===== config.mk =====
export PLATFORM = sky130hd
export DESIGN_NAME = uart_apb4_mch_regmap_flat
export DESIGN_NICKNAME = d
export VERILOG_FILES = /design/src/rtl/uart_apb4_mch_regmap_if.sv /design/src/rtl/uart_apb4_mch_regmap.sv /design/src/flat_wrapper.sv
export SDC_FILE = /design/constraint.sdc
export NUM_CORES = 1
export LEC_CHECK = 0
export ABC_AREA = 1
export CORE_ASPECT_RATIO = 1.2
export CORE_MARGIN = 5
export CORE_UTILIZATION = 45
export CTS_CLUSTER_DIAMETER = 100
export DETAILED_ROUTE_END_ITERATION = 8
export PLACE_DENSITY = 0.83
export SLEW_MARGIN = 10
export SYNTH_ARGS = -nofsm -noshare
export SYNTH_HDL_FRONTEND = slang
export SYNTH_SLANG_ARGS = --single-unit

===== constraint.sdc =====
create_clock -name i_apb_pclk -period 12.4 [get_ports i_apb_pclk]
set_input_delay 2.48 -clock i_apb_pclk [delete_from_list [all_inputs] [get_ports i_apb_pclk]]
set_output_delay 2.48 -clock i_apb_pclk [all_outputs]
set_load 0.1 [all_outputs]

===== src/rtl/uart_apb4_mch_regmap_if.sv =====
// APB4 slave-port signal bundle for the multi-channel UART register map.
interface uart_apb4_mch_regmap_if #(
    parameter int APB_ADDR_WIDTH = 12
);
    logic [APB_ADDR_WIDTH-1:0] paddr;
    logic [31:0]               pwdata;
    logic [3:0]                pstrb;
    logic                      pwrite;
    logic                      psel;
    logic                      penable;
    logic                      pready;
    logic                      pslverr;
    logic [31:0]               prdata;

    modport master (
        output paddr, pwdata, pstrb, pwrite, psel, penable,
        input  pready, pslverr, prdata
    );

    modport slave (
        input  paddr, pwdata, pstrb, pwrite, psel, penable,
        output pready, pslverr, prdata
    );
endinterface


===== src/rtl/uart_apb4_mch_regmap.sv =====
// APB4 register map for NUM_CHANNELS UART channels: per-channel CTRL/BIT_LENGTH/IRQ
// registers, FIFO push/pop strobes, W1C interrupt status and programmable wait states.
module uart_apb4_mch_regmap #(
    parameter int NUM_CHANNELS   = 4,
    parameter int APB_ADDR_WIDTH = 12,
    parameter int CH_STRIDE      = 64,
    parameter int WAIT_STATES    = 0,
    parameter int IRQ_EVENTS_NUM = 4,
    parameter int BIT_LEN_RESET  = 1000,
    parameter int UFIFO_DEPTH    = 16,
    parameter int DFIFO_DEPTH    = 16
) (
    input  logic                                     i_apb_pclk,
    input  logic                                     i_apb_preset,
    uart_apb4_mch_regmap_if.slave                    apb,
    input  logic [NUM_CHANNELS*IRQ_EVENTS_NUM-1:0]   i_irq_events,
    input  logic [NUM_CHANNELS*8-1:0]                i_ufifo_data,
    input  logic [NUM_CHANNELS-1:0]                  i_ufifo_empty,
    input  logic [NUM_CHANNELS-1:0]                  i_ufifo_full,
    input  logic [NUM_CHANNELS-1:0]                  i_dfifo_empty,
    input  logic [NUM_CHANNELS-1:0]                  i_dfifo_full,
    input  logic [NUM_CHANNELS-1:0]                  i_rx_busy,
    input  logic [NUM_CHANNELS-1:0]                  i_tx_busy,
    output logic [NUM_CHANNELS-1:0]                  o_ufifo_pop,
    output logic [NUM_CHANNELS-1:0]                  o_dfifo_push,
    output logic [7:0]                               o_dfifo_data,
    output logic [NUM_CHANNELS*32-1:0]               o_ctrl,
    output logic [NUM_CHANNELS*32-1:0]               o_bit_length,
    output logic [NUM_CHANNELS-1:0]                  o_irq,
    output logic                                     o_irq_any
);
    localparam int OFF_W = $clog2(CH_STRIDE);
    localparam int CH_W  = (NUM_CHANNELS > 1) ? $clog2(NUM_CHANNELS) : 1;
    localparam int IE    = IRQ_EVENTS_NUM;

    typedef enum logic [1:0] {S_IDLE, S_WAIT, S_RESP} state_t;

    state_t                      state, state_nxt;
    logic [3:0]                  cnt;
    logic [APB_ADDR_WIDTH-1:0]   addr_q;
    logic [31:0]                 wdata_q;
    logic [3:0]                  strb_q;
    logic                        write_q;
    logic                        slverr_q;
    logic [31:0]                 prdata_q;

    logic [31:0]                 ctrl_q   [NUM_CHANNELS];
    logic [31:0]                 bitlen_q [NUM_CHANNELS];
    logic [IE-1:0]               mask_q   [NUM_CHANNELS];
    logic [IE-1:0]               status_q [NUM_CHANNELS];
    logic [IE-1:0]               status_nxt [NUM_CHANNELS];
    logic [NUM_CHANNELS-1:0]     irq_q;

    logic [APB_ADDR_WIDTH-OFF_W-1:0] ch_full;
    logic [CH_W-1:0]             ch;
    logic [OFF_W-1:0]            off;
    logic [2:0]                  idx;
    logic                        start, last_wait, commit, acc_err;
    logic [31:0]                 rd_data, smask;
    logic [7:0]                  ufifo_head;

    function automatic logic [31:0] strb_mask(input logic [3:0] st);
        logic [31:0] m;
        for (int b = 0; b < 4; b++) m[8*b +: 8] = {8{st[b]}};
        return m;
    endfunction

    function automatic logic [31:0] byte_merge(input logic [31:0] old, input logic [31:0] wd,
                                               input logic [3:0] st);
        logic [31:0] m;
        m = strb_mask(st);
        return (old & ~m) | (wd & m);
    endfunction

    function automatic logic [IE-1:0] mask_merge(input logic [IE-1:0] old, input logic [31:0] wd,
                                                 input logic [3:0] st);
        logic [31:0] r;
        r = byte_merge(32'(old), wd, st);
        return r[IE-1:0];
    endfunction

    assign ch_full   = addr_q[APB_ADDR_WIDTH-1:OFF_W];
    assign ch        = ch_full[CH_W-1:0];
    assign off       = addr_q[OFF_W-1:0];
    assign idx       = off[4:2];
    assign start     = apb.psel & apb.penable;
    assign last_wait = (state == S_WAIT) && (cnt == 4'd0);
    assign commit    = (state == S_RESP) && !slverr_q && write_q;
    assign smask     = strb_mask(strb_q);
    assign ufifo_head = i_ufifo_data[ch*8 +: 8];

    always_ff @(posedge i_apb_pclk or posedge i_apb_preset) begin
        if (i_apb_preset) begin
            state <= S_IDLE;
            cnt   <= 4'd0;
        end else begin
            state <= state_nxt;
            if (state == S_IDLE && start) cnt <= 4'(WAIT_STATES);
            else if (state == S_WAIT && cnt != 4'd0) cnt <= cnt - 4'd1;
        end
    end

    always_comb begin
        state_nxt = state;
        case (state)
            S_IDLE:  if (start) state_nxt = S_WAIT;
            S_WAIT:  if (cnt == 4'd0) state_nxt = S_RESP;
            S_RESP:  state_nxt = S_IDLE;
            default: state_nxt = S_IDLE;
        endcase
    end

    always_comb begin
        apb.pready  = (state == S_RESP);
        o_ufifo_pop = '0;
        if (state == S_RESP && !slverr_q && !write_q && idx == 3'd5 && !i_ufifo_empty[ch])
            o_ufifo_pop[ch] = 1'b1;
    end

    // Request fields are held for the whole access; they need no reset.
    always_ff @(posedge i_apb_pclk) begin
        if (state == S_IDLE && start) begin
            addr_q  <= apb.paddr;
            wdata_q <= apb.pwdata;
            strb_q  <= apb.pstrb;
            write_q <= apb.pwrite;
        end
    end

    always_comb begin
        acc_err = (32'(ch_full) >= NUM_CHANNELS) || (32'(off) > 32'h1C) || (addr_q[1:0] != 2'b00)
               || (write_q && idx >= 3'd5) || (!write_q && idx == 3'd4)
               || (write_q && idx == 3'd4 && (i_dfifo_full[ch] || !strb_q[0]));
        case (idx)
            3'd0:    rd_data = ctrl_q[ch];
            3'd1:    rd_data = bitlen_q[ch];
            3'd2:    rd_data = 32'(mask_q[ch]);
            3'd3:    rd_data = 32'(status_q[ch]);
            3'd5:    rd_data = {23'b0, !i_ufifo_empty[ch], ufifo_head};
            3'd6:    rd_data = {21'b0, i_dfifo_full[ch], i_dfifo_empty[ch], i_tx_busy[ch], 5'b0,
                                i_ufifo_full[ch], i_ufifo_empty[ch], i_rx_busy[ch]};
            3'd7:    rd_data = {8'h02, 8'h00, 8'(UFIFO_DEPTH), 8'(DFIFO_DEPTH)};
            default: rd_data = 32'd0;
        endcase
    end

    always_ff @(posedge i_apb_pclk or posedge i_apb_preset) begin
        if (i_apb_preset) begin
            slverr_q <= 1'b0;
            prdata_q <= 32'd0;
        end else if (last_wait) begin
            slverr_q <= acc_err;
            prdata_q <= (acc_err || write_q) ? 32'd0 : rd_data;
        end
    end

    assign apb.pslverr = slverr_q;
    assign apb.prdata  = prdata_q;

    // A status bit whose event coincides with its W1C clear stays set.
    always_comb begin
        for (int c = 0; c < NUM_CHANNELS; c++) begin
            status_nxt[c] = status_q[c] | i_irq_events[c*IE +: IE];
            if (commit && idx == 3'd3 && int'(ch) == c)
                status_nxt[c] = (status_q[c] & ~(wdata_q[IE-1:0] & smask[IE-1:0]))
                              | i_irq_events[c*IE +: IE];
        end
    end

    always_ff @(posedge i_apb_pclk or posedge i_apb_preset) begin
        if (i_apb_preset) begin
            for (int c = 0; c < NUM_CHANNELS; c++) begin
                ctrl_q[c]   <= 32'd0;
                bitlen_q[c] <= 32'(BIT_LEN_RESET);
                mask_q[c]   <= '0;
                status_q[c] <= '0;
            end
            irq_q        <= '0;
            o_dfifo_push <= '0;
            o_dfifo_data <= 8'd0;
        end else begin
            o_dfifo_push <= '0;
            for (int c = 0; c < NUM_CHANNELS; c++) begin
                status_q[c] <= status_nxt[c];
                irq_q[c]    <= ctrl_q[c][0] & |(status_q[c] & mask_q[c]);
                if (commit && int'(ch) == c) begin
                    case (idx)
                        3'd0: ctrl_q[c]   <= byte_merge(ctrl_q[c], wdata_q, strb_q);
                        3'd1: bitlen_q[c] <= byte_merge(bitlen_q[c], wdata_q, strb_q);
                        3'd2: mask_q[c]   <= mask_merge(mask_q[c], wdata_q, strb_q);
                        3'd4: begin
                            o_dfifo_push[c] <= 1'b1;
                            o_dfifo_data    <= wdata_q[7:0];
                        end
                        default: ;
                    endcase
                end
            end
        end
    end

    always_comb begin
        for (int c = 0; c < NUM_CHANNELS; c++) begin
            o_ctrl[c*32 +: 32]       = ctrl_q[c];
            o_bit_length[c*32 +: 32] = bitlen_q[c];
        end
    end

    assign o_irq     = irq_q;
    assign o_irq_any = |irq_q;
endmodule


===== src/flat_wrapper.sv =====
// flat-port wrapper written by rule: the top's interface ports become plain ports
module uart_apb4_mch_regmap_flat 
#(
    parameter int NUM_CHANNELS   = 4,
    parameter int APB_ADDR_WIDTH = 12,
    parameter int CH_STRIDE      = 64,
    parameter int WAIT_STATES    = 0,
    parameter int IRQ_EVENTS_NUM = 4,
    parameter int BIT_LEN_RESET  = 1000,
    parameter int UFIFO_DEPTH    = 16,
    parameter int DFIFO_DEPTH    = 16
)
  (i_apb_pclk, i_apb_preset, i_irq_events, i_ufifo_data, i_ufifo_empty, i_ufifo_full, i_dfifo_empty, i_dfifo_full, i_rx_busy, i_tx_busy, o_ufifo_pop, o_dfifo_push, o_dfifo_data, o_ctrl, o_bit_length, o_irq, o_irq_any, apb_paddr, apb_pwdata, apb_pstrb, apb_pwrite, apb_psel, apb_penable, apb_pready, apb_pslverr, apb_prdata);
  uart_apb4_mch_regmap_if #(.APB_ADDR_WIDTH(APB_ADDR_WIDTH)) apb_i ();
  input  logic i_apb_pclk;
  input  logic i_apb_preset;
  input  logic [NUM_CHANNELS*IRQ_EVENTS_NUM-1:0] i_irq_events;
  input  logic [NUM_CHANNELS*8-1:0] i_ufifo_data;
  input  logic [NUM_CHANNELS-1:0] i_ufifo_empty;
  input  logic [NUM_CHANNELS-1:0] i_ufifo_full;
  input  logic [NUM_CHANNELS-1:0] i_dfifo_empty;
  input  logic [NUM_CHANNELS-1:0] i_dfifo_full;
  input  logic [NUM_CHANNELS-1:0] i_rx_busy;
  input  logic [NUM_CHANNELS-1:0] i_tx_busy;
  output logic [NUM_CHANNELS-1:0] o_ufifo_pop;
  output logic [NUM_CHANNELS-1:0] o_dfifo_push;
  output logic [7:0] o_dfifo_data;
  output logic [NUM_CHANNELS*32-1:0] o_ctrl;
  output logic [NUM_CHANNELS*32-1:0] o_bit_length;
  output logic [NUM_CHANNELS-1:0] o_irq;
  output logic o_irq_any;
  input wire logic [$bits(apb_i.paddr)-1:0] apb_paddr;
  input wire logic [$bits(apb_i.pwdata)-1:0] apb_pwdata;
  input wire logic [$bits(apb_i.pstrb)-1:0] apb_pstrb;
  input wire logic [$bits(apb_i.pwrite)-1:0] apb_pwrite;
  input wire logic [$bits(apb_i.psel)-1:0] apb_psel;
  input wire logic [$bits(apb_i.penable)-1:0] apb_penable;
  output wire logic [$bits(apb_i.pready)-1:0] apb_pready;
  output wire logic [$bits(apb_i.pslverr)-1:0] apb_pslverr;
  output wire logic [$bits(apb_i.prdata)-1:0] apb_prdata;
  assign apb_i.paddr = apb_paddr;
  assign apb_i.pwdata = apb_pwdata;
  assign apb_i.pstrb = apb_pstrb;
  assign apb_i.pwrite = apb_pwrite;
  assign apb_i.psel = apb_psel;
  assign apb_i.penable = apb_penable;
  assign apb_pready = apb_i.pready;
  assign apb_pslverr = apb_i.pslverr;
  assign apb_prdata = apb_i.prdata;
  uart_apb4_mch_regmap #(.NUM_CHANNELS(NUM_CHANNELS), .APB_ADDR_WIDTH(APB_ADDR_WIDTH), .CH_STRIDE(CH_STRIDE), .WAIT_STATES(WAIT_STATES), .IRQ_EVENTS_NUM(IRQ_EVENTS_NUM), .BIT_LEN_RESET(BIT_LEN_RESET), .UFIFO_DEPTH(UFIFO_DEPTH), .DFIFO_DEPTH(DFIFO_DEPTH)) u_core (.i_apb_pclk(i_apb_pclk), .i_apb_preset(i_apb_preset), .apb(apb_i), .i_irq_events(i_irq_events), .i_ufifo_data(i_ufifo_data), .i_ufifo_empty(i_ufifo_empty), .i_ufifo_full(i_ufifo_full), .i_dfifo_empty(i_dfifo_empty), .i_dfifo_full(i_dfifo_full), .i_rx_busy(i_rx_busy), .i_tx_busy(i_tx_busy), .o_ufifo_pop(o_ufifo_pop), .o_dfifo_push(o_dfifo_push), .o_dfifo_data(o_dfifo_data), .o_ctrl(o_ctrl), .o_bit_length(o_bit_length), .o_irq(o_irq), .o_irq_any(o_irq_any));
endmodule

==> key figures <==
Routing
  • Post-DRT Antenna Nets: 0
  • Via-per-instance ratio: 5.65
  • DRC: 0
  • Vias: 16,700
  • Final WL: 63,900 um
  • Initial drt markers: 1,670
  • DRT Pass-1 Iters: 6
  • Wire per inst: 21.7 um

Power and ir drop
  • Power density over the cells: 116 mW/mm2
  • Worst VDD drop: 0.0000920 V
  • Leakage: 10.1 nW

Clocking
  • CTS clk-pin slew, worst paths: 0.06 ns
  • Clock tree from TritonCTS: yes
  • CTS Sinks: 392
  • PostCTS Resize Cnt: 0
  • Root Buffer: clkbuf_16
  • Max Buffers Root-to-Sink: 3
  • Worst-skew pair later-pin latency: 0.54 ns
  • CTS buffer count: 40
  • H-tree Lvls: 2
  • Buffer count from post-CTS setup fixing: 0
  • Hold buffer count at CTS: 0

Finish
  • Final-stage net count: 2,561
  • Synth-to-Final Area Change: 35.5%
  • Share of cells above drive strength 1: 0.0515
  • Finished Layout Cells: 2,946
  • Most common cell after layout, fill and taps aside: nand2_1
  • Final Core Density: 0.613
  • Commonest non-fill, non-tap cells in the layout: 1,011 x nand2_1, 435 x clkdlybuf4s50_1, 319 x dfrtp_1

Floorplanning
  • Starting Density: 0.452
  • Die Area: 0.0418 mm2
  • Core area: 0.0376 mm2
  • Rows: 78
  • I/O pin count: 436
  • Die Y: 223 um
  • Die width: 187 um

Critical path
  • Crit path arrival time: 4.98 ns
  • Reg-to-reg startpoint: u_core.addr_q[6]
  • CP max FO: 4
  • Reg2Reg Setup Slack: 8.95 ns
  • Crit. End Element: output pin
  • CP required: 9.92 ns
  • Crit path capture: o_ufifo_pop[0]
  • Worst R2R Path Depth: 8
  • Critical path type: in2out
  • Type of origin of the critical path: input pin
  • CP startpoint: i_ufifo_empty[1]

GRT
  • First-pass GRT wire length: 96,900 um
  • Total grt overflow: 0
  • Initial antenna violation count: 3
  • Largest net degree at the start of global routing: 177
  • Vias in the first global route: 16,600
  • GRT Overall Usage: 0.295

Yosys
  • Yosys reg bits: 392
  • Yosys warns: 0
  • Mapped Cells: 2,038
  • EDFF count, synth: 49
  • Asr flop ratio synth: 0.875
  • Predominant post-synthesis flop cell: dfrtp_1
  • Seq/Total Area, Yosys: 0.594
  • Yosys cell types: 27
  • Synthesized Nets: 2,164
  • Syn Area/Cell: 8.34 um2
  • Syn Std Cell Area: 0.0170 mm2

STA
  • Slew headroom: 0.274
  • Smallest hold slack: 0.480 ns
  • Slew @ Worst Pin: 1.08 ns
  • Fin Setup TNS: 0 ns
  • Final setup viols: 0
  • Hold Vio Cnt, Final: 0
  • RSZ-0062 raised after global routing: false
  • Final min period: 7.46 ns
  • Fmax: 0.134 GHz
  • Final Skew: 0.0286 ns
  • Fin. max-slew vios: 0
  • Final Cycle Share: 0.602

Flow run
  • Max cap viols: 0

Status
  • Status: completed

Placed design
  • GP Congestion: 0.906
  • Count of buffers from port buffering: 435
  • Detailed placement HPWL: 44,200 um
  • Cells after DPL: 2,873

Worst hold path
  • Min-Delay Path Class: reg2reg
## cells in the mapped netlist (12+ instances only)
master,instances,area (um2)
o21ai_1,147,736
nor2_1,37,139
nand3_1,20,100
dfrtp_1,319,7980
buf_2,23,115
nand2_1,1011,3790
o21ai_0,160,801
clkbuf_1,68,255
nor2_2,12,75.1
nand4_1,60,375
dfstp_2,24,631
inv_1,69,259
edfxtp_1,49,1470
## logic make-up (layout without fill, tap and decap cells)
logic type | after synthesis | in the layout | synth area share
other | 0 | 1 | 0
DFF | 392 | 392 | 0.594
adders and majority gates | 1 | 1 | 0.000736
AOI/OAI and AO/OA | 317 | 317 | 0.0943
buffers and inverters | 171 | 598 | 0.0395
and+or+nand+nor | 1157 | 1157 | 0.272
## worst max-delay path, cell delays in order
cell and delay, ns:
clkdlybuf4s50_1 0.42, nand2_1 0.07, nand2_1 0.06, nor2_1 0.21
nand2_1 0.12, nor2_1 0.12, nand2_1 0.19, nor2_1 0.16
clkdlybuf4s50_1 1.15
## how the worst min path moves through the flow
stage                                 startpoint                     end  cells after the start
after CTS                   u_core.apb.prdata[8]    u_core.apb.prdata[8]                      2
after global routing      u_core.o_dfifo_data[0]  u_core.o_dfifo_data[0]                      2
after detailed placement   u_core.apb.prdata[23]   u_core.apb.prdata[23]                      2
final                      u_core.apb.prdata[23]   u_core.apb.prdata[23]                      2
after floorplan                    u_core.cnt[3]           u_core.cnt[3]                      1
after global placement             u_core.cnt[3]           u_core.cnt[3]                      1
## stage by stage
step | total power, mW | area, um2 | setup slack, ns
6_report | 2.67 | 23000 | 4.94
5_1_grt | 2.75 | 23000 | 4.78
4_1_cts | 2.68 | 23000 | 4.92
3_5_place_dp | 1.48 | 21700 | 4.92
3_3_place_gp | 1.48 | 21700 | 4.96
2_1_floorplan | 1.40 | 17000 | 0.451
## layer usage
layer / global-route usage / share of wire / vias up
met4: 0.132 / 0.049 / 4
met2: 0.497 / 0.49 / 1065
li1: - / - / 7375
met1: 0.361 / 0.36 / 8011
met3: 0.0715 / 0.11 / 202
met5: 0 / 0.00053 / -
## power by group
part | internal, mW | total (mW) | switching (mW) | leakage, nW
Combinational | 0.0469 | 0.140 | 0.0932 | 4.43
Sequential | 1.31 | 1.32 | 0.00524 | 5.07
Clock | 0.707 | 1.22 | 0.510 | 0.637
## area by class of cell
class | instances | area, um2
fill | 3111 | 14500
multi-input combinational | 1475 | 6250
clock buffer | 61 | 1150
clock inverter | 11 | 153
antenna | 1 | 2.50
timing repair buffer | 452 | 4490
tap | 480 | 601
inverter | 74 | 285
sequential | 392 | 10100
(Power assumes the default switching activity.)
